**config.mk**
```make
export PLATFORM = sky130hd
export DESIGN_NAME = push_credit_sender_flat
export DESIGN_NICKNAME = d
export VERILOG_FILES = /design/src/rtl/push_credit_sender_if.sv /design/src/rtl/push_credit_sender.sv /design/src/flat_wrapper.sv
export SDC_FILE = /design/constraint.sdc
export NUM_CORES = 1
export LEC_CHECK = 0
export CAP_MARGIN = 30
export CORE_MARGIN = 8
export CORE_UTILIZATION = 45
export CTS_CLUSTER_SIZE = 25
export DETAILED_ROUTE_END_ITERATION = 10
export PLACE_DENSITY_LB_ADDON = 0.1
export SYNTH_ARGS = -nofsm -noshare
export SYNTH_HDL_FRONTEND = slang
export SYNTH_SLANG_ARGS = --single-unit
export TNS_END_PERCENT = 1
```
**constraint.sdc**
```tcl
create_clock -name push_clk -period 3.6 [get_ports push_clk]
set_input_delay 0.9 -clock push_clk [delete_from_list [all_inputs] [get_ports push_clk]]
set_output_delay 0.9 -clock push_clk [all_outputs]
set_load 0.005 [all_outputs]
```
**src/rtl/push_credit_sender_if.sv**
```systemverilog
// ---------------------------------------------------------------------------
// push_credit_sender_if
//
// Purpose : bundles the two handshakes seen by the push-credit sender:
//           the upstream valid/ready word source and the push side of the
//           CDC flop-RAM FIFO (push_valid/push_data out, credits back in).
//
// Signals : in_valid, in_data        upstream word offer
//           in_ready                 sender staging buffer can accept
//           push_valid, push_data    launched word towards the FIFO
//           push_credit              one credit returned per cycle when high
//           push_credit_stall        receiver asks the sender to pause
//
// Modports: master - the sender (push_credit_sender)
//           slave  - the environment around it (source + FIFO)
// ---------------------------------------------------------------------------
interface push_credit_sender_if #(
    parameter int DATA_WIDTH = 8
) ();
    logic                  in_valid;
    logic                  in_ready;
    logic [DATA_WIDTH-1:0] in_data;
    logic                  push_valid;
    logic [DATA_WIDTH-1:0] push_data;
    logic                  push_credit;
    logic                  push_credit_stall;

    modport master (
        input  in_valid, in_data, push_credit, push_credit_stall,
        output in_ready, push_valid, push_data
    );

    modport slave (
        output in_valid, in_data, push_credit, push_credit_stall,
        input  in_ready, push_valid, push_data
    );
endinterface

```
**src/rtl/push_credit_sender.sv**
```systemverilog
// ---------------------------------------------------------------------------
// push_credit_sender
//
// Purpose : transmit end of the push-credit interface. Words from an
//           upstream valid/ready source land in a 2-entry staging buffer and
//           are launched towards the FIFO push side only while a credit is
//           held. Credits start at CREDITS after a short INIT sequence that
//           follows reset release and come back one per cycle on push_credit.
//
// Ports   : push_clk               single clock
//           push_rst               asynchronous, active-high reset
//           bus (master modport)   in_valid/in_ready/in_data,
//                                  push_valid/push_data (registered),
//                                  push_credit, push_credit_stall
//           push_sender_in_reset   high during reset and INIT
//           credit_count_push      credits currently held
//           credit_available_push  credits usable for launch
//           credit_overflow        sticky: credit returned while full
//
// Option  : define PUSH_CREDIT_WITHHOLD_EN to add input credit_withhold_push;
//           withheld credits stay counted but cannot be used for launch.
// ---------------------------------------------------------------------------
module push_credit_sender #(
    parameter  int DATA_WIDTH  = 8,
    parameter  int CREDITS     = 16,
    parameter  int INIT_CYCLES = 2,
    localparam int CNT_W       = $clog2(CREDITS + 1)
) (
    input  logic                     push_clk,
    input  logic                     push_rst,
    push_credit_sender_if.master     bus,
    output logic                     push_sender_in_reset,
    output logic [CNT_W-1:0]         credit_count_push,
    output logic [CNT_W-1:0]         credit_available_push,
    output logic                     credit_overflow
`ifdef PUSH_CREDIT_WITHHOLD_EN
    ,
    input  logic [CNT_W-1:0]         credit_withhold_push
`endif
);

    typedef enum logic {
        ST_INIT = 1'b0,
        ST_RUN  = 1'b1
    } state_t;

    localparam logic [3:0]       INIT_LAST = 4'(INIT_CYCLES - 1);
    localparam logic [CNT_W-1:0] CREDITS_C = CNT_W'(CREDITS);

    state_t                state_q, state_d;
    logic [3:0]            init_cnt_q, init_cnt_d;
    logic [CNT_W-1:0]      credit_q, credit_d;
    logic                  ovf_q, ovf_d;
    logic                  push_valid_q, push_valid_d;
    logic [DATA_WIDTH-1:0] push_data_q, push_data_d;

    // Staging buffer: two slots addressed by 1-bit pointers, occupancy 0..2.
    logic [DATA_WIDTH-1:0] stage_mem [2];
    logic                  wr_ptr_q, wr_ptr_d;
    logic                  rd_ptr_q, rd_ptr_d;
    logic [1:0]            occ_q, occ_d;

    logic                  accept;
    logic                  launch;

    // Credit availability seen by the launch decision.
`ifdef PUSH_CREDIT_WITHHOLD_EN
    assign credit_available_push = (credit_q > credit_withhold_push)
                                 ? credit_q - credit_withhold_push
                                 : '0;
`else
    assign credit_available_push = credit_q;
`endif

    assign bus.in_ready = (state_q == ST_RUN) && (occ_q != 2'd2);
    assign accept       = bus.in_valid && bus.in_ready;
    // A credit returned this cycle only counts from the next edge, because
    // the decision looks at the registered count.
    assign launch       = (state_q == ST_RUN) && (occ_q != 2'd0) &&
                          (credit_available_push != '0) && !bus.push_credit_stall;

    // NOTE: every signal driven here gets a default first so no path leaves
    // it unassigned, which would otherwise infer a latch.
    always_comb begin
        state_d      = state_q;
        init_cnt_d   = init_cnt_q;
        credit_d     = credit_q;
        ovf_d        = ovf_q;
        push_valid_d = 1'b0;
        push_data_d  = push_data_q;
        wr_ptr_d     = wr_ptr_q;
        rd_ptr_d     = rd_ptr_q;
        occ_d        = occ_q;

        unique case (state_q)
            ST_INIT: begin
                // push_credit is ignored until the full credit load.
                if (init_cnt_q == INIT_LAST) begin
                    state_d  = ST_RUN;
                    credit_d = CREDITS_C;
                end else begin
                    init_cnt_d = init_cnt_q + 4'd1;
                end
            end

            ST_RUN: begin
                if (launch) begin
                    push_valid_d = 1'b1;
                    push_data_d  = stage_mem[rd_ptr_q];
                    rd_ptr_d     = ~rd_ptr_q;
                end
                if (accept) begin
                    wr_ptr_d = ~wr_ptr_q;
                end

                unique case ({accept, launch})
                    2'b10:   occ_d = occ_q + 2'd1;
                    2'b01:   occ_d = occ_q - 2'd1;
                    default: occ_d = occ_q;
                endcase

                // Launch and return together cancel out; a return while
                // already full saturates and flags the error.
                unique case ({launch, bus.push_credit})
                    2'b10: credit_d = credit_q - 1'b1;
                    2'b01: begin
                        if (credit_q == CREDITS_C) begin
                            ovf_d = 1'b1;
                        end else begin
                            credit_d = credit_q + 1'b1;
                        end
                    end
                    default: credit_d = credit_q;
                endcase
            end

            default: state_d = ST_INIT;
        endcase
    end

    // NOTE: sequential state uses non-blocking assignments so every register
    // samples the pre-edge values, independent of statement order.
    always_ff @(posedge push_clk or posedge push_rst) begin
        if (push_rst) begin
            state_q      <= ST_INIT;
            init_cnt_q   <= '0;
            credit_q     <= '0;
            ovf_q        <= 1'b0;
            push_valid_q <= 1'b0;
            push_data_q  <= '0;
            wr_ptr_q     <= 1'b0;
            rd_ptr_q     <= 1'b0;
            occ_q        <= '0;
        end else begin
            state_q      <= state_d;
            init_cnt_q   <= init_cnt_d;
            credit_q     <= credit_d;
            ovf_q        <= ovf_d;
            push_valid_q <= push_valid_d;
            push_data_q  <= push_data_d;
            wr_ptr_q     <= wr_ptr_d;
            rd_ptr_q     <= rd_ptr_d;
            occ_q        <= occ_d;
        end
    end

    // NOTE: the storage slots carry no reset; occupancy decides which slots
    // hold live words, so clearing the data itself is unnecessary.
    always_ff @(posedge push_clk) begin
        if (accept) begin
            stage_mem[wr_ptr_q] <= bus.in_data;
        end
    end

    assign bus.push_valid           = push_valid_q;
    assign bus.push_data            = push_data_q;
    assign push_sender_in_reset     = (state_q == ST_INIT);
    assign credit_count_push        = credit_q;
    assign credit_overflow          = ovf_q;

endmodule

```
**src/flat_wrapper.sv**
```systemverilog
// flat-port wrapper written by rule: the top's interface ports become plain ports
module push_credit_sender_flat 
#(
    parameter  int DATA_WIDTH  = 8,
    parameter  int CREDITS     = 16,
    parameter  int INIT_CYCLES = 2,
    localparam int CNT_W       = $clog2(CREDITS + 1)
)
  (push_clk, push_rst, push_sender_in_reset, credit_count_push, credit_available_push, credit_overflow, bus_in_valid, bus_in_data, bus_push_credit, bus_push_credit_stall, bus_in_ready, bus_push_valid, bus_push_data);
  push_credit_sender_if #(.DATA_WIDTH(DATA_WIDTH)) bus_i ();
  input  logic push_clk;
  input  logic push_rst;
  output logic push_sender_in_reset;
  output logic [CNT_W-1:0] credit_count_push;
  output logic [CNT_W-1:0] credit_available_push;
  output logic credit_overflow;
  input wire logic [$bits(bus_i.in_valid)-1:0] bus_in_valid;
  input wire logic [$bits(bus_i.in_data)-1:0] bus_in_data;
  input wire logic [$bits(bus_i.push_credit)-1:0] bus_push_credit;
  input wire logic [$bits(bus_i.push_credit_stall)-1:0] bus_push_credit_stall;
  output wire logic [$bits(bus_i.in_ready)-1:0] bus_in_ready;
  output wire logic [$bits(bus_i.push_valid)-1:0] bus_push_valid;
  output wire logic [$bits(bus_i.push_data)-1:0] bus_push_data;
  assign bus_i.in_valid = bus_in_valid;
  assign bus_i.in_data = bus_in_data;
  assign bus_i.push_credit = bus_push_credit;
  assign bus_i.push_credit_stall = bus_push_credit_stall;
  assign bus_in_ready = bus_i.in_ready;
  assign bus_push_valid = bus_i.push_valid;
  assign bus_push_data = bus_i.push_data;
  push_credit_sender #(.DATA_WIDTH(DATA_WIDTH), .CREDITS(CREDITS), .INIT_CYCLES(INIT_CYCLES)) u_core (.push_clk(push_clk), .push_rst(push_rst), .bus(bus_i), .push_sender_in_reset(push_sender_in_reset), .credit_count_push(credit_count_push), .credit_available_push(credit_available_push), .credit_overflow(credit_overflow));
endmodule
```
==> results_dict.tcl <==
set metrics [dict create \
    status "complete, no violations" \
    hold_path_depth 1 \
    ys_ff_latch 40 \
    grt_pass1_vias 1144 \
    hold_class "reg2reg" \
    io_buffers 34 \
    post-cts-setup-buffers 0 \
    final_util 0.576 \
    worstHoldStart "u_core.credit_overflow$_DFFE_PP0P_" \
    worst_pin_slew_ps 656 \
    synth_area_sq_um 1810 \
    rsz0062_at_grt "no" \
    cp_cell_sequence "clkdlybuf4s50_1 > a2111o_1 > ha_1 > inv_1 > ha_1 > a21oi_1 > a21oi_1 > or2_2 > o221a_2" \
    r2r_start "u_core.credit_available_push[0]$_DFFE_PP0P_" \
    holdBufCountCts 0 \
    cts_resized 0 \
    num_vias 1096 \
    gp_congestion 0.862 \
    io_pins 35 \
    synth_edf_count 16 \
    path_buf_inv 2 \
    slew_headroom 0.561 \
    layout_min_cycle_time_ps 3090 \
    p_leak_nw 0.945 \
    netlist_instances 135 \
    multi_input_area_sq_um 636 \
    period_share 0.858 \
    drtAntennaViolNets 0 \
    tns_ps 0 \
    synth.top_cell.area_share 0.332 \
    ys_top_cells_by_area "dfrtp_1 (33%), edfxtp_1 (27%), ha_1 (5.5%)" \
    setup_violations 0 \
    synthFlopType "dfrtp_1" \
    min_to "u_core.credit_overflow$_DFFE_PP0P_" \
    yosysSeqAreaShare 0.597 \
    fill_cells 313 \
    routed_wl_microns 3150 \
    cp-startpoint "bus_push_credit_stall" \
    rows 23 \
    grt_overflow 0 \
    crit_cells 9 \
    cts_tree "done" \
    worst-path-max-fanout 7 \
    antenna_found_initial 0 \
    remaining_drc_errors 0 \
    crit_path_end_kind "register" \
    cts_buffers 5 \
    cts_root_buf "clkbuf_8" \
    peakVddDrop_mv 0.387 \
    core_sq_um 3940 \
    arrival_ps 3260 \
    die_area_sq_um 6310 \
    drtIter0Drc 72 \
    cp_slowest_cell "clkdlybuf4s50_1" \
    finalHoldViolCount 0 \
    area_growth_syn_to_layout_pct 25.4 \
    cts.path.max_buffers 2 \
    start_util 0.459 \
    wl_per_cell_microns 14.3 \
    dr.pass1.iters 4 \
    htreeDepth 2 \
    rr_worst_depth 9 \
    synth_warnings 0 \
    grt.total_usage 0.104 \
    n_antenna_cell 0 \
    cts_sinks 40 \
    async_reset_ff_frac 0.600 \
    worst-endpoint-required_ps 3770 \
    start_kind "input pin" \
    maxCapViolations 0 \
    yosysTopAreaCell "dfrtp_1" \
    clock.fmax_ghz 0.324 \
    cpLargestDelayFamily "compound AO/OA/AOI/OAI gates" \
    grt_pass1_wl_microns 5180 \
    power.total_mw 1.84 \
    seq_area_sq_um 1080 \
    clkTransAtPathRegs_ps 70 \
    clock_latency_ps 280 \
    final_layout_size_suffix_gt1_frac 0.141 \
    cpPeakStageDelay_ps 400 \
    reg2reg_slack_ps 780 \
    skew_ps 6.01 \
    powerDensity_nw_per_um2 811 \
    synth_fp_nets 157 \
    drv_slew 0 \
    r2r-end "u_core.credit_available_push[4]$_DFFE_PP0P_" \
    detail_route.vias_per_cell 4.98 \
    die_y_microns 79.4 \
    dp_hpwl_microns 2370 \
    syn_avg_cell_area_sq_um 13.4 \
    pre_cts_ws_ps 247 \
    nets 192 \
    die_w_microns 79.4 \
    synth.distinct_cells 31 \
    finalWorstSetupSlack_ps 512 \
    grt_max_degree 25 \
    worstSetupPathType "in2reg" \
]
[registers in the layout, summed over array words and instances (netlist names)]
register                      count
u_core.state_q                    1
u_core.rd_ptr_q                   1
u_core.bus.push_valid             1
u_core.credit_overflow            1
u_core.wr_ptr_q                   1
u_core.init_cnt_q                 4
u_core.bus.push_data              8
u_core.credit_available_push      5
u_core.occ_q                      2
u_core.stage_mem                 16
[metrics by stage]
step,std cells,hold slack [ps],cell area [sq um]
6_report,220,471,2270
5_1_grt,220,494,2270
3_5_place_dp,212,460,2160
3_3_place_gp,212,456,2160
4_1_cts,219,477,2240
2_1_floorplan,135,447,1810
[worst register-to-register path: stages, from the launching register on]
cell,delay (ps)
dfrtp_1,480
nor4_4,430
a2111o_1,230
ha_1,240
inv_1,160
ha_1,350
a21oi_1,170
a21oi_1,100
or2_2,300
o221a_2,240
[worst max-delay path by stage]
stage,to
6_report,u_core.credit_available_push[4]$_DFFE_PP0P_
2_1_floorplan,u_core.credit_available_push[4]$_DFFE_PP0P_
3_5_place_dp,u_core.credit_available_push[4]$_DFFE_PP0P_
3_3_place_gp,u_core.credit_available_push[4]$_DFFE_PP0P_
4_1_cts,u_core.credit_available_push[4]$_DFFE_PP0P_
5_1_grt,u_core.credit_available_push[4]$_DFFE_PP0P_
[synth_stat cells (2+ instances only)]
library cell,number
nand3_1,2
ha_1,8
and3_1,2
mux2i_1,8
o21ai_2,8
buf_4,6
a22o_1,3
inv_1,9
nand2_1,12
dfrtp_1,24
xnor2_1,5
xor2_1,4
nor2_1,5
edfxtp_1,16
a21oi_1,7
[cell type report]
cell class	count	share of cell area
sequential	40	0.476
timing repair buffer	36	0.165
multi-input combinational	78	0.280
tap	50	0.0276
clock inverter	2	0.00551
clock buffer	5	0.0303
inverter	9	0.0149
[cell usage in the layout, fill, tap and decap left out, drive strengths merged]
| cell | Yosys | final |
|---|---|---|
| nand2 | 12 | 12 |
| inv | 9 | 9 |
| ha | 8 | 8 |
| nand2b | 1 | 1 |
| mux2i | 8 | 8 |
| nand4 | 1 | 1 |
| nand3 | 2 | 2 |
| o21ai | 8 | 8 |
| dfrtp | 24 | 24 |
| a2111o | 1 | 1 |
| a311oi | 1 | 1 |
| nor2 | 5 | 5 |
| a21oi | 7 | 7 |
| xor2 | 4 | 4 |
| fa | 1 | 1 |
| nor4 | 1 | 1 |
| o221a | 1 | 1 |
| a31o | 1 | 1 |
| xnor2 | 6 | 6 |
| and3 | 2 | 2 |
| buf | 8 | 2 |
| or2 | 1 | 1 |
| clkinvlp | 0 | 1 |
| a22o | 3 | 3 |
| mux2 | 1 | 1 |
| edfxtp | 16 | 16 |
| clkinv | 0 | 1 |
| a21o | 1 | 1 |
| o211ai | 1 | 1 |
| clkbuf | 0 | 5 |
| a41o | 1 | 1 |
| clkdlybuf4s50 | 0 | 34 |
[logic make-up after synthesis]
kind of cell,count (synthesis),share of synthesized area
simple gates,25,0.0698
mux,9,0.0505
xor+xnor,10,0.0525
flops,40,0.597
fa+ha+maj,9,0.0663
compound gates,25,0.112
buf+inv,17,0.0518
[power breakdown]
part / internal [mW] / switching (mW) / total, mW
Clock: 0.131 / 0.144 / 0.275
Combinational: 0.464 / 0.326 / 0.790
Sequential: 0.633 / 0.143 / 0.776
Total: 1.23 / 0.614 / 1.84
[routing by layer]
layer  track usage  vias to the layer above  share of wire
met5             0                        -              0
met3        0.0394                        0          0.050
met1         0.121                      530           0.43
li1              -                      542              -
met2         0.177                       24           0.52
met4        0.0222                        0              0
(Power assumes the default switching activity.)
